File: config.mk
export PLATFORM = sky130hd
export DESIGN_NAME = sound_arbiter
export DESIGN_NICKNAME = d
export VERILOG_FILES = /design/src/rtl/sound_arbiter.sv
export SDC_FILE = /design/constraint.sdc
export NUM_CORES = 1
export LEC_CHECK = 0
export BUFFER_PORTS_ARGS = -buffer_cell sky130_fd_sc_hd__buf_2
export CELL_PAD_IN_SITES_DETAIL_PLACEMENT = 0
export CELL_PAD_IN_SITES_GLOBAL_PLACEMENT = 1
export CORE_ASPECT_RATIO = 1.75
export CORE_MARGIN = 4
export CORE_UTILIZATION = 45
export CTS_CLUSTER_SIZE = 28
export DETAILED_ROUTE_END_ITERATION = 10
export PLACE_DENSITY_LB_ADDON = 0.1
export SETUP_SLACK_MARGIN = 0.2
export SYNTH_ARGS = -nofsm -noshare
export SYNTH_HDL_FRONTEND = slang
export SYNTH_SLANG_ARGS = --single-unit
File: constraint.sdc
create_clock -name clk -period 6.7 [get_ports clk]
set_input_delay 0.67 -clock clk [delete_from_list [all_inputs] [get_ports clk]]
set_output_delay 0.67 -clock clk [all_outputs]
set_load 0.1 [all_outputs]
File: src/rtl/sound_arbiter.sv
// Three-source arbiter for the shared piezo: one pending slot per source,
// effect-first priority with round-robin between tracks, tick-timed notes and gaps.
module sound_arbiter #(
  parameter int HIT_MS = 100,
  parameter int GAP_MS = 5,
  parameter int MIN_MS = 20
) (
  input  logic        clk,
  input  logic        rst,
  input  logic        i_tick,
  input  logic [2:0]  i_req,
  input  logic [31:0] i_pitch_t1,
  input  logic [31:0] i_pitch_t2,
  input  logic [31:0] i_pitch_fx,
  input  logic [7:0]  i_dur_fx,
  input  logic        i_mute,
  output logic        o_play_en,
  output logic [31:0] o_cnt_limit,
  output logic [1:0]  o_active_src,
  output logic [7:0]  o_drop_cnt,
  output logic [1:0]  dbg_state
);

  // Requests are fire-and-forget pulses: no ready/valid handshake exists. A pulse
  // always lands in its slot; an occupied, ungranted slot is overwritten and counted.
  typedef enum logic [1:0] {IDLE = 2'd0, PLAY = 2'd1, GAP = 2'd2} state_t;

  localparam logic [15:0] HIT_W = 16'(HIT_MS);
  localparam logic [15:0] GAP_W = 16'(GAP_MS);
  localparam logic [15:0] MIN_W = 16'(MIN_MS);

  state_t      state, state_n;
  logic [2:0]  slot_vld;
  logic [31:0] pitch_t1, pitch_t2, pitch_fx;
  logic [7:0]  dur_fx;
  logic        ptr;          // 0: Track 1 is favoured next, 1: Track 2
  logic [15:0] timer;
  logic [15:0] elapsed;
  logic [15:0] gap_cnt;

  logic        grant;
  logic [1:0]  gsel;
  logic [2:0]  gmask;
  logic [2:0]  drops;
  logic [1:0]  ndrop;
  logic [8:0]  drop_sum;
  logic [15:0] gdur;
  logic [31:0] gpitch;

  assign dbg_state = state;

  always_comb begin
    gsel = 2'd0;
    if (slot_vld[2])         gsel = 2'd2;
    else if (slot_vld[ptr])  gsel = {1'b0, ptr};
    else if (slot_vld[~ptr]) gsel = {1'b0, ~ptr};
  end

  assign grant = (|slot_vld) &&
                 ((state == IDLE) || ((state == PLAY) && (elapsed >= MIN_W)));
  assign gmask = grant ? (3'b001 << gsel) : 3'b000;

  // Same-cycle grant of a slot frees it, so a fresh pulse there is not a drop.
  assign drops    = i_req & slot_vld & ~gmask;
  assign ndrop    = {1'b0, drops[0]} + {1'b0, drops[1]} + {1'b0, drops[2]};
  assign drop_sum = {1'b0, o_drop_cnt} + {7'd0, ndrop};

  always_comb begin
    gdur   = HIT_W;
    gpitch = pitch_t1;
    case (gsel)
      2'd1:    gpitch = pitch_t2;
      2'd2: begin
        gpitch = pitch_fx;
        gdur   = {8'd0, dur_fx};
      end
      default: gpitch = pitch_t1;
    endcase
  end

  always_comb begin
    state_n = state;
    case (state)
      IDLE:    if (grant) state_n = PLAY;
      PLAY:    if (!grant && i_tick && (timer == 16'd1)) state_n = GAP;
      GAP:     if ((gap_cnt == 16'd0) || (i_tick && (gap_cnt == 16'd1))) state_n = IDLE;
      default: state_n = IDLE;
    endcase
  end

  always_ff @(posedge clk or posedge rst) begin
    if (rst) begin
      state        <= IDLE;
      slot_vld     <= 3'b000;
      pitch_t1     <= '0;
      pitch_t2     <= '0;
      pitch_fx     <= '0;
      dur_fx       <= '0;
      ptr          <= 1'b0;
      timer        <= '0;
      elapsed      <= '0;
      gap_cnt      <= '0;
      o_play_en    <= 1'b0;
      o_cnt_limit  <= '0;
      o_active_src <= 2'd0;
      o_drop_cnt   <= '0;
    end else begin
      state    <= state_n;
      slot_vld <= (slot_vld & ~gmask) | i_req;
      if (i_req[0]) pitch_t1 <= i_pitch_t1;
      if (i_req[1]) pitch_t2 <= i_pitch_t2;
      if (i_req[2]) begin
        pitch_fx <= i_pitch_fx;
        dur_fx   <= (i_dur_fx == 8'd0) ? 8'd1 : i_dur_fx;
      end
      if (ndrop != 2'd0)
        o_drop_cnt <= (drop_sum > 9'd255) ? 8'd255 : drop_sum[7:0];

      if (grant) begin
        timer        <= gdur;
        elapsed      <= '0;
        o_cnt_limit  <= gpitch;
        o_active_src <= (gsel == 2'd2) ? 2'd3 : gsel + 2'd1;
        if (gsel != 2'd2) ptr <= ~gsel[0];
      end else if ((state == PLAY) && i_tick) begin
        timer <= timer - 16'd1;
        if (elapsed < MIN_W) elapsed <= elapsed + 16'd1;
        if (state_n == GAP) begin
          gap_cnt      <= GAP_W;
          o_active_src <= 2'd0;
        end
      end else if ((state == GAP) && i_tick && (gap_cnt != 16'd0)) begin
        gap_cnt <= gap_cnt - 16'd1;
      end

      o_play_en <= (state_n == PLAY) && !i_mute;
    end
  end

endmodule

==> summary.txt, run 1 <==
Power
  • Worst vdd ir: 0.359 mV
  • Sequential Power Share: 0.347
  • Pleak: 5.01 nW
  • Power Density: roughly 450 nW/um^2
  • Comb power frac: 0.433
  • Net Sw Frac: 0.454
  • Sw power: 0.00220 W
  • Clock power frac: 0.220
  • Pint: 0.00264 W

Layout
  • Multi-input logic area: 3800 um^2
  • Most frequent cells in the layout: dfrtp_1, buf_2, mux2_2
  • Number of nets in the layout: 991
  • P&R area growth vs syn: 17.7%
  • Register Area: 5030 um^2
  • Commonest non-fill, non-tap cell in the layout: dfrtp_1
  • Final design instance area without fill: 10600 um^2
  • Fraction of layout cells with a size suffix above 1: 0.388
  • Layout fillers: 1741

Detailed routing
  • Mean number of vias per cell: 5.31
  • Post-DRT Antenna Nets: 0
  • Starting DRC count in detailed routing: 243
  • TritonRoute pass-1 iters: 4
  • Vias: 6014
  • Detailed Route WL: 21000 um
  • WL/cell: 18.6 um
  • # DRC: 0

Placement
  • Area post-placement: 10000 um^2
  • Gp weighted congestion: between 0.7 and 0.8
  • Port Buffer Count: 155
  • Post-DP HPWL: 14600 um

GRT
  • Initial antenna violation count: 4
  • Vias in the first global route: 6724
  • GR Overflow Total: 0
  • First-pass GRT wire length: about 34000 um
  • GRT Util Overall: 0.187
  • Largest net degree at the start of global routing: roughly 120

Synthesis
  • Post-Synthesis Cells: 724
  • Ys async rst share: 1.00
  • Number of distinct library cells after synthesis: 65
  • Seq cells post-synth: 201
  • Post-synthesis sequential area ratio: 0.556
  • Syn. warnings: 0
  • Top post-synthesis cells by area: dfrtp_1, mux2_2, mux2i_1
  • Post-synthesis average cell area: 12.5 um^2
  • Syn_nets: 845
  • Dominant synthesized flop cell: dfrtp_1
  • Mapped cell area: about 9000 um^2
  • Number of flops mapped to enable cells by yosys: 0
  • Cell taking the most area after synthesis: dfrtp_1
  • Area share of the largest cell type after synthesis: 0.556

Clocking
  • Clk Tree Root Cell: clkbuf_16
  • CTS max path bufs: 3
  • Post-CTS resize count: 0
  • Sink Count: ~200
  • CTS buffer count: 20
  • CTS tree: built
  • Post-CTS setup buffers: 0
  • Htree depth: 1
  • Post-CTS Hold Fix Bufs: 0
  • Clock Latency Late Sink: 0.48 ns
  • Clk slew on worst S/H paths: 0.06 ns

Timing
  • Fin Setup TNS: 0 ns
  • Final Hold Vio Count: 0
  • Achievable Freq: about 230 MHz
  • Slew Limit Fails: 0
  • Minimum clock period: about 4.3 ns
  • Final worst path period share: 0.643
  • Rel. slew slack: 0.283
  • Clk_skew: 0.00753 ns
  • Measured slew at the worst slew-check pin: approximately 1.1 ns
  • Unrepaired setup endpoints after global routing: no
  • # setup viols final: 0

Job
  • Max-cap viol count: 0

Die
  • Row count: 68
  • Die W: 115 um
  • CORE AREA: roughly 20000 um^2
  • Io pins: around 160
  • Die height: 196 um
  • Die area: 22500 um^2
  • Initial Util: 0.458

Setup path
  • Crit-path max FO: 79
  • Critical path class: register to register
  • Setup crit end kind: register
  • Critical path launch point type: register
  • Worst path arrival time: 4.68 ns
  • Critical Path RT: 7.07 ns

Outcome
  • Run status: complete, no violations

Hold path
  • HP Class: input port to register
-- sequential cells by signal, summed over array words and instances (netlist names) --
register      count
pitch_fx         32
o_active_src      2
slot_vld          3
gap_cnt          16
timer            16
dbg_state         2
o_play_en         1
elapsed          16
o_drop_cnt        8
pitch_t1         32
pitch_t2         32
o_cnt_limit      32
dur_fx            8
ptr               1
-- through the flow --
step / util / instances / total power (W) / hold slack (ns) / setup WS (ns)
floorplan: - / 724 / 0.00338 / 0.454 / 0.548
global placement: 0.508 / 1093 / 0.00376 / 0.470 / 2.45
finish: 0.539 / 1132 / 0.00484 / 0.338 / 2.39
global route: 0.539 / 1130 / 0.00509 / 0.321 / 1.94
detailed placement: 0.508 / 1093 / 0.00382 / 0.471 / 2.35
CTS: 0.539 / 1129 / 0.00491 / 0.316 / 2.34
-- power by group through the flow --
stage	clock (W)	combinational, W	sequential [W]
after floorplan	0	0.000802	0.00258
final	0.00107	0.00210	0.00168
after global placement	0	0.00208	0.00169
after global routing	0.00115	0.00223	0.00172
after detailed placement	0	0.00212	0.00170
after CTS	0.00110	0.00213	0.00168
-- kinds of logic after synthesis --
group	Yosys count	share of synthesized area
fa+ha+maj	10	0.0155
buf+inv	50	0.0248
compound gates	73	0.0506
flops	201	0.556
simple gates	190	0.117
mux	168	0.205
xor+xnor	32	0.0310
-- Yosys cell counts, types with 3 or more instances --
library cell,number
mux2_2,132
nand4_1,6
clkbuf_1,20
nor4_4,3
a21oi_1,12
and2_1,11
mux2i_1,32
xnor2_1,12
inv_1,13
mux2_1,4
nor3_1,15
o21ai_0,37
ha_1,8
nor2_1,49
xor2_1,20
buf_2,11
dfrtp_1,201
nor3b_1,6
a21o_1,4
and3_1,4
nand2b_1,4
nand3_1,13
nor4_1,5
nand2_1,48
-- area by class of cell --
class | count | area share
well taps | 245 | 0.0288
multi-input cells | 473 | 0.357
repair buffers | 161 | 0.0771
inverters | 13 | 0.00529
flip-flops and latches | 201 | 0.473
clock buffers | 32 | 0.0561
clock inverters | 4 | 0.00223
diodes | 3 | 0.000705
-- routing by layer --
metal  share of wire  vias to the layer above  track usage
met3           0.058                       33       0.0490
met5          0.0017                        -            0
li1                -                     2844            -
met1            0.36                     3007        0.204
met4           0.019                        6       0.0431
met2            0.56                      124        0.355
-- path summary, 6_finish.rpt --
| check | from | to | slack, ns | cells past startpoint |
|---|---|---|---|---|
| setup / recovery | slot_vld[2]$_DFF_PP0_ | o_drop_cnt[6]$_DFFE_PP0P_ | 2.39 | 15 |
| setup reg to reg | slot_vld[2]$_DFF_PP0_ | o_drop_cnt[6]$_DFFE_PP0P_ | 2.39 | 15 |
| hold / removal | i_mute | o_play_en$_DFF_PP0_ | 0.34 | 2 |
| max in group asynchronous | rst | slot_vld[2]$_DFF_PP0_ | 4.65 | 3 |
| hold reg to reg | elapsed[15]$_DFFE_PP0P_ | elapsed[15]$_DFFE_PP0P_ | 0.49 | 1 |
| min in group asynchronous | rst | pitch_fx[24]$_DFFE_PP0P_ | 0.35 | 2 |
-- critical path: stages (launching register included) --
cell      delay [ns]
dfrtp_2         0.34
buf_4           0.57
or3_4           0.28
nor2b_1         0.19
o21ai_2         0.27
or3_1           0.44
and3_1          0.22
fa_1            0.53
ha_1            0.17
inv_1           0.06
fa_1            0.39
nand2b_1        0.17
nor2_1          0.20
nand4_1         0.16
nor3_1          0.15
a21oi_1         0.05
Power figures use the tool's default switching activity.
==> inputs of run 2 (changes only) <==
ABC_AREA = 1   (was unset)
CORE_UTILIZATION = 42   (was 45)
clock period = 4.1 ns   (was 6.7 ns; I/O delays follow)
==> run 2 against run 1 <==
Sequential share of layout area fell by 1.5 points. Routed wire length rose by 17%. Area after synthesis rose by 2.6%. Count of clock-buffer cells in the layout fell by 2. Final cell count rose by 40%. Largest cell class unchanged. Highest routed layer unchanged.
==> summary.txt, run 2 <==
Die
  • Initial Util: 0.430 (was 0.458)
  • Die height: 205 um (was 196 um)
  • CORE AREA: 21600 um^2 (was 19700 um^2)
  • Row count: 71 (was 68)
  • Io pins: 156 (unchanged)
  • Die W: 120 um (was 115 um)
  • Die area: 24600 um^2 (was 22500 um^2)

Clocking
  • Clock Latency Late Sink: 0.50 ns (was 0.48 ns)
  • Sink Count: 201 (unchanged)
  • Clk Tree Root Cell: clkbuf_16 (unchanged)
  • Post-CTS Hold Fix Bufs: 0 (unchanged)
  • Post-CTS setup buffers: 0 (unchanged)
  • CTS buffer count: 20 (unchanged)
  • CTS max path bufs: 3 (unchanged)
  • Post-CTS resize count: 0 (unchanged)
  • Htree depth: 1 (unchanged)
  • Clk slew on worst S/H paths: 0.07 ns (was 0.06 ns)
  • CTS tree: built (unchanged)

Synthesis
  • Post-synth top cells: nand2_1, dfrtp_1, inv_1 (was dfrtp_1, mux2_2, nor2_1)
  • Cell taking the most area after synthesis: dfrtp_1 (unchanged)
  • Post-Synthesis Cells: 1130 (was 724)
  • Post-synthesis sequential area ratio: 0.542 (was 0.556)
  • Seq cells post-synth: 201 (unchanged)
  • Top post-synthesis cells by area: dfrtp_1, nand2_1, o21ai_0 (was dfrtp_1, mux2_2, mux2i_1)
  • Mapped cell area: 9280 um^2 (was 9050 um^2)
  • Syn. warnings: 0 (unchanged)
  • Ys async rst share: 1.00 (unchanged)
  • Count leader, synth: nand2_1 (was dfrtp_1)
  • Area share of the largest cell type after synthesis: 0.542 (was 0.556)
  • Dominant synthesized flop cell: dfrtp_1 (unchanged)
  • Number of distinct library cells after synthesis: 42 (was 65)
  • Number of flops mapped to enable cells by yosys: 0 (unchanged)
  • Post-synthesis average cell area: 8.21 um^2 (was 12.5 um^2)
  • Syn_nets: 1251 (was 845)

Outcome
  • Run status: complete, no violations (unchanged)

GRT
  • First-pass GRT wire length: 40600 um (was 33900 um)
  • Largest net degree at the start of global routing: 107 (was 121)
  • Initial antenna violation count: 5 (was 4)
  • GR Overflow Total: 0 (unchanged)
  • GRT Util Overall: 0.205 (was 0.187)
  • Vias in the first global route: 7999 (was 6724)

Layout
  • Commonest non-fill, non-tap cell in the layout: nand2_1 (was dfrtp_1)
  • Layout fillers: 2215 (was 1741)
  • Number of nets in the layout: 1397 (was 991)
  • Non-Filler Instances: 1581 (was 1132)
  • Fraction of layout cells with a size suffix above 1: 0.174 (was 0.388)
  • Most frequent cells in the layout: nand2_1, dfrtp_1, buf_2 (was dfrtp_1, buf_2, mux2_2)
  • ANT cells: 0 (was 3)
  • P&R area growth vs syn: 18.5% (was 17.7%)

Timing
  • Minimum clock period: 3.27 ns (was 4.31 ns)
  • # setup viols final: 0 (unchanged)
  • Unrepaired setup endpoints after global routing: no (unchanged)
  • Post-layout worst setup margin: 0.833 ns (was 2.39 ns)
  • Final worst path period share: 0.797 (was 0.643)
  • Measured slew at the worst slew-check pin: 1.00 ns (was 1.07 ns)
  • Fin Setup TNS: 0 ns (unchanged)
  • Slew Limit Fails: 0 (unchanged)
  • Achievable Freq: 306 MHz (was 232 MHz)
  • Rel. slew slack: 0.331 (was 0.283)
  • Clk_skew: 0.0173 ns (was 0.00753 ns)
  • Final Hold Vio Count: 0 (unchanged)

Setup path
  • Worst setup path start: elapsed[6]$_DFFE_PP0P_ (was slot_vld[2]$_DFF_PP0_)
  • Critical path class: register to register (unchanged)
  • Setup crit end kind: register (unchanged)
  • Critical Path RT: 4.51 ns (was 7.07 ns)
  • Worst path arrival time: 3.68 ns (was 4.68 ns)
  • Worst path cell trace: nor2_1 > nand3_1 > nand4_2 > nand3_4 > inv_1 > nand2_1 > nand3_1 > inv_1 > fa_1 > ha_1 > inv_1 > fa_1 > nor2_1 > nand3_1 > nor2_1 > nand3_1 > o21ai_0 (was buf_4 > or3_4 > nor2b_1 > o21ai_2 > or3_1 > and3_1 > fa_1 > ha_1 > inv_1 > fa_1 > nand2b_1 > nor2_1 > nand4_1 > nor3_1 > a21oi_1)
  • R2r startpoint: elapsed[6]$_DFFE_PP0P_ (was slot_vld[2]$_DFF_PP0_)
  • CP delay by family, top: simple AND/OR/NAND/NOR gates (unchanged)
  • FF-to-FF path depth: 17 (was 15)
  • Most frequent cell on the critical path: nand3_1 (was fa_1)
  • Crit-path max FO: 6 (was 79)
  • Biggest cell delay along the critical path: 0.56 ns (was 0.57 ns)
  • Critical path depth: 17 (was 15)
  • Critical-path top delay cell: fa_1 (was buf_4)
  • Critical path buffers and inverters: 3 (was 2)
  • Critical path launch point type: register (unchanged)

Detailed routing
  • # DRC: 0 (unchanged)
  • WL/cell: 15.6 um (was 18.6 um)
  • Detailed Route WL: 24600 um (was 21000 um)
  • Post-DRT Antenna Nets: 0 (unchanged)
  • Starting DRC count in detailed routing: 352 (was 243)
  • TritonRoute pass-1 iters: 4 (unchanged)
  • Mean number of vias per cell: 4.82 (was 5.31)
  • Vias: 7615 (was 6014)

Hold path
  • HP Class: input port to async pin (was input port to register)

Placement
  • Post-Place Worst Slack: 0.830 ns (was 2.35 ns)
  • Placed cell count: 1546 (was 1093)
  • Post-DP HPWL: 17200 um (was 14600 um)
  • Gp weighted congestion: 0.809 (was 0.768)
  • Port Buffer Count: 155 (unchanged)

Power
  • Worst vdd ir: 0.332 mV (was 0.359 mV)
  • Pleak: 5.84 nW (was 5.01 nW)
  • Power Density: 695 nW/um^2 (was 455 nW/um^2)

Job
  • Max-cap viol count: 0 (unchanged)
[run 2: cell types whose count changed after synthesis, sizes merged, moves of 10 or more]
cell and change:
a21oi +23, and2 -12, clkbuf +10, inv +147, mux2 -136, mux2i -32
nand2 +298, nand3 +35, nor2 +22, o21ai +110
[run 2: metal layers]
metal / up-vias / wire (um) / global-route usage
li1: 3826 / - / -
met1: 3600 / 9360 / 0.225
met2: 139 / 13400 / 0.394
met3: 42 / 1250 / 0.0439
met4: 8 / 586 / 0.0547
met5: - / 47 / 0
[run 2: logic make-up (layout without fill, tap and decap cells)]
group                      after synthesis  in the layout  share of synthesized area
AOI/OAI and AO/OA                      199            199                      0.110
xor gates and xnor gates                16             16                     0.0151
adders and majority gates               10             10                     0.0151
buffers and inverters                  205            364                     0.0918
DFF                                    201            201                      0.542
and+or+nand+nor                        499            499                      0.226
[run 2: metrics by stage]
stage               area, um^2  hold WS (ns)  utilization  total power (W)
floorplan                 9280         0.437            -          0.00507
global route             11000        0.0673        0.510          0.00809
CTS                      11000        0.0577        0.510          0.00773
global placement         10300         0.450        0.477          0.00572
finish                   11000        0.0414        0.510          0.00764
detailed placement       10300         0.453        0.477          0.00575
[run 2: power breakdown]
part	switching [W]	internal [W]
Sequential	0.000275	0.00238
Clock	0.000787	0.00117
Combinational	0.00239	0.000634
[run 2: layout make-up]
type,count,area (um^2),share of cell area
multi-input cells,724,3400,0.309
clock buffers,30,619,0.0563
inverters,162,614,0.0559
clock inverters,5,81.3,0.00739
flip-flops and latches,201,5030,0.457
well taps,292,365,0.0332
repair buffers,167,891,0.0810
[run 2: worst paths after layout]
check,slack (ns),end
setup / recovery,0.83,o_drop_cnt[0]$_DFFE_PP0P_
hold / removal,0.04,o_cnt_limit[1]$_DFFE_PP0N_
setup reg to reg,0.83,o_drop_cnt[0]$_DFFE_PP0P_
hold reg to reg,0.47,elapsed[9]$_DFFE_PP0P_
max in group asynchronous,3.05,pitch_fx[12]$_DFFE_PP0P_
min in group clk,0.09,o_play_en$_DFF_PP0_
==> inputs of run 3 (changes only) <==
ABC_AREA = 0   (was 1)
CORE_UTILIZATION = 45   (was 42)
clock period = 3.4 ns   (was 4.1 ns; I/O delays follow)
==> run 3 against run 2 <==
Worst setup slack lost 0.63 ns. Non-clock buffer count rose by 22. Clock skew down 0.0039 ns. Combinational power increased by 43%. Count of clock-buffer cells in the layout decreased by 2. Final cell count fell by 27%. Critical endpoint is now o_drop_cnt[2]$_DFFE_PP0P_.
==> summary.txt, run 3 (same netlist as run 1, synthesis figures left out) <==
Outcome
  • Run status: complete, no violations (unchanged)

Die
  • Initial Util: 0.458 (was 0.430)
  • Die area: 22500 um^2 (was 24600 um^2)
  • Die height: 196 um (was 205 um)
  • Io pins: 156 (unchanged)
  • Row count: 68 (was 71)
  • Die W: 115 um (was 120 um)
  • CORE AREA: 19700 um^2 (was 21600 um^2)

Layout
  • Layout fillers: 1734 (was 2215)
  • Multi-input logic area: 3880 um^2 (was 3400 um^2)
  • Final Util: 0.559 (was 0.510)
  • P&R area growth vs syn: 21.9% (was 18.5%)
  • Fraction of layout cells with a size suffix above 1: 0.431 (was 0.174)
  • Number of nets in the layout: 1020 (was 1397)
  • Commonest non-fill, non-tap cell in the layout: dfrtp_1 (was nand2_1)
  • Register Area: 5030 um^2 (about the same)
  • Non-Filler Instances: 1158 (was 1581)
  • Most frequent cells in the layout: dfrtp_1, buf_2, mux2_2 (was nand2_1, dfrtp_1, buf_2)

Detailed routing
  • Mean number of vias per cell: 5.28 (was 4.82)
  • # DRC: 0 (unchanged)
  • WL/cell: 18.4 um (was 15.6 um)
  • TritonRoute pass-1 iters: 4 (unchanged)
  • Detailed Route WL: 21300 um (was 24600 um)
  • Post-DRT Antenna Nets: 0 (unchanged)
  • Starting DRC count in detailed routing: 194 (was 352)
  • Vias: 6110 (was 7615)

Hold path
  • HP Class: input port to register (was input port to async pin)
  • Hold_sp: i_pitch_t2[10]

GRT
  • GR Overflow Total: 0 (unchanged)
  • First-pass GRT wire length: 35500 um (was 40600 um)
  • Initial antenna violation count: 4 (was 5)
  • Largest net degree at the start of global routing: 77 (was 107)
  • GRT Util Overall: 0.198 (was 0.205)
  • Vias in the first global route: 6925 (was 7999)

Timing
  • Clk_skew: 0.0134 ns (was 0.0173 ns)
  • Fin Setup TNS: 0 ns (unchanged)
  • Measured slew at the worst slew-check pin: 0.768 ns (was 1.00 ns)
  • Unrepaired setup endpoints after global routing: yes (was no)
  • Final Hold Vio Count: 0 (unchanged)
  • Slew Limit Fails: 0 (unchanged)
  • Achievable Freq: 313 MHz (was 306 MHz)
  • Final worst path period share: 0.940 (was 0.797)
  • # setup viols final: 0 (unchanged)
  • Minimum clock period: 3.20 ns (was 3.27 ns)
  • Rel. slew slack: 0.488 (was 0.331)
  • Tightest hold margin: 0.0827 ns (was 0.0414 ns)

Setup path
  • Critical path launch point type: register (unchanged)
  • Crit-path max FO: 3 (was 6)
  • Worst setup path start: elapsed[2]$_DFFE_PP0P_ (was elapsed[6]$_DFFE_PP0P_)
  • Worst path arrival time: 3.56 ns (was 3.68 ns)
  • Setup crit end kind: register (unchanged)
  • Critical path class: register to register (unchanged)
  • Critical Path RT: 3.77 ns (was 4.51 ns)
  • R2r startpoint: elapsed[2]$_DFFE_PP0P_ (was elapsed[6]$_DFFE_PP0P_)

Job
  • Max-cap viol count: 0 (unchanged)

Clocking
  • Sink Count: 201 (unchanged)
  • CTS max path bufs: 3 (unchanged)
  • CTS buffer count: 21 (was 20)
  • Clk Tree Root Cell: clkbuf_16 (unchanged)
  • Htree depth: 1 (unchanged)
  • Clock Latency Late Sink: 0.49 ns (was 0.50 ns)
  • Clk slew on worst S/H paths: 0.06 ns (was 0.07 ns)
  • CTS tree: built (unchanged)

Placement
  • Placed cell count: 1106 (was 1546)
  • Port Buffer Count: 155 (unchanged)
  • Gp weighted congestion: 0.788 (was 0.809)
  • Post-DP HPWL: 15000 um (was 17200 um)

Power
  • Pleak: 5.20 nW (was 5.84 nW)
  • Net Sw Frac: 0.446 (was 0.452)
  • Sequential Power Share: 0.335 (was 0.348)
  • Overall power: 0.00989 W (was 0.00764 W)
  • Comb power frac: 0.437 (was 0.396)
  • Pint: 0.00549 W (was 0.00419 W)
  • Sw power: 0.00441 W (was 0.00346 W)
  • Worst vdd ir: 0.476 mV (was 0.332 mV)
  • Power Density: 897 nW/um^2 (was 695 nW/um^2)
  • Clock power frac: 0.227 (was 0.256)
## run 3: changes by cell type in the layout (fill, tap and decap cells not counted), moves of 15 or more
cell     before  now
nand3_1      45   12
a21oi_1      37   12
o21ai_0     140   35
inv_1       154   11
nand2_1     344   48
mux2i_1       0   32
mux2_2        0  132
nor2_1       63   48
buf_4        10   29
## run 3: final timing paths
path | to | slack, ns | depth (start not counted)
setup / recovery | o_drop_cnt[2]$_DFFE_PP0P_ | 0.20 | 15
hold / removal | pitch_t2[10]$_DFFE_PP0P_ | 0.08 | 2
setup reg to reg | o_drop_cnt[2]$_DFFE_PP0P_ | 0.20 | 15
hold reg to reg | o_cnt_limit[15]$_DFFE_PP0N_ | 0.49 | 1
max in group asynchronous | gap_cnt[7]$_DFFE_PP0P_ | 2.06 | 4
min in group asynchronous | pitch_t1[27]$_DFFE_PP0P_ | 0.54 | 3
## run 3: per-stage QoR
stage                     setup slack [ns]  area [um^2]
final                                0.204        11000
after global routing                0.0942        11000
after CTS                            0.186        11000
after detailed placement            0.0653        10200
after global placement              0.0760        10200
after floorplan                     0.0859         9080
## run 3: worst max-delay path, cell delays in order, from the launching register on
cell      delay (ns)
dfrtp_1         0.39
o21ai_2         0.07
and4_1          0.21
a21o_1          0.19
or3b_4          0.38
and3_4          0.16
fa_1            0.50
ha_2            0.19
inv_2           0.04
fa_2            0.33
nand2b_4        0.16
nor2_4          0.10
buf_4           0.14
buf_6           0.08
buf_4           0.09
o21ai_1         0.06
## run 3: final cells by class
type                    instances  share of cell area
diodes                          1            0.000227
clock buffers                  28              0.0555
clock inverters                 8             0.00636
inverters                      13             0.00477
multi-input cells             473               0.352
flip-flops and latches        201               0.457
well taps                     245              0.0278
repair buffers                189              0.0966
## run 3: repair_timing
| item | CTS | global route |
|---|---|---|
| hold buffers | 2 | 0 |
| endpoints found under the hold margin | 29 | 0 |
| endpoints found under the setup margin | 7 | 8 |
| gates resized for setup | 5 | 7 |
| pin swaps | 7 | 3 |
| setup buffers | 9 | 4 |
## run 3: power by group through the flow
stage / Combinational [W] / Clock, W / Sequential (W)
global route: 0.00463 / 0.00243 / 0.00339
CTS: 0.00434 / 0.00232 / 0.00332
detailed placement: 0.00426 / 0 / 0.00336
global placement: 0.00419 / 0 / 0.00333
finish: 0.00433 / 0.00225 / 0.00332
floorplan: 0.00161 / 0 / 0.00509
## run 3: metal layers
layer  track usage  wire, um  vias to the layer above
li1              -         -                     2892
met5             0        32                        -
met4        0.0518       419                        4
met3        0.0459      1210                       35
met1         0.224      7820                     3062
met2         0.366     11800                      117
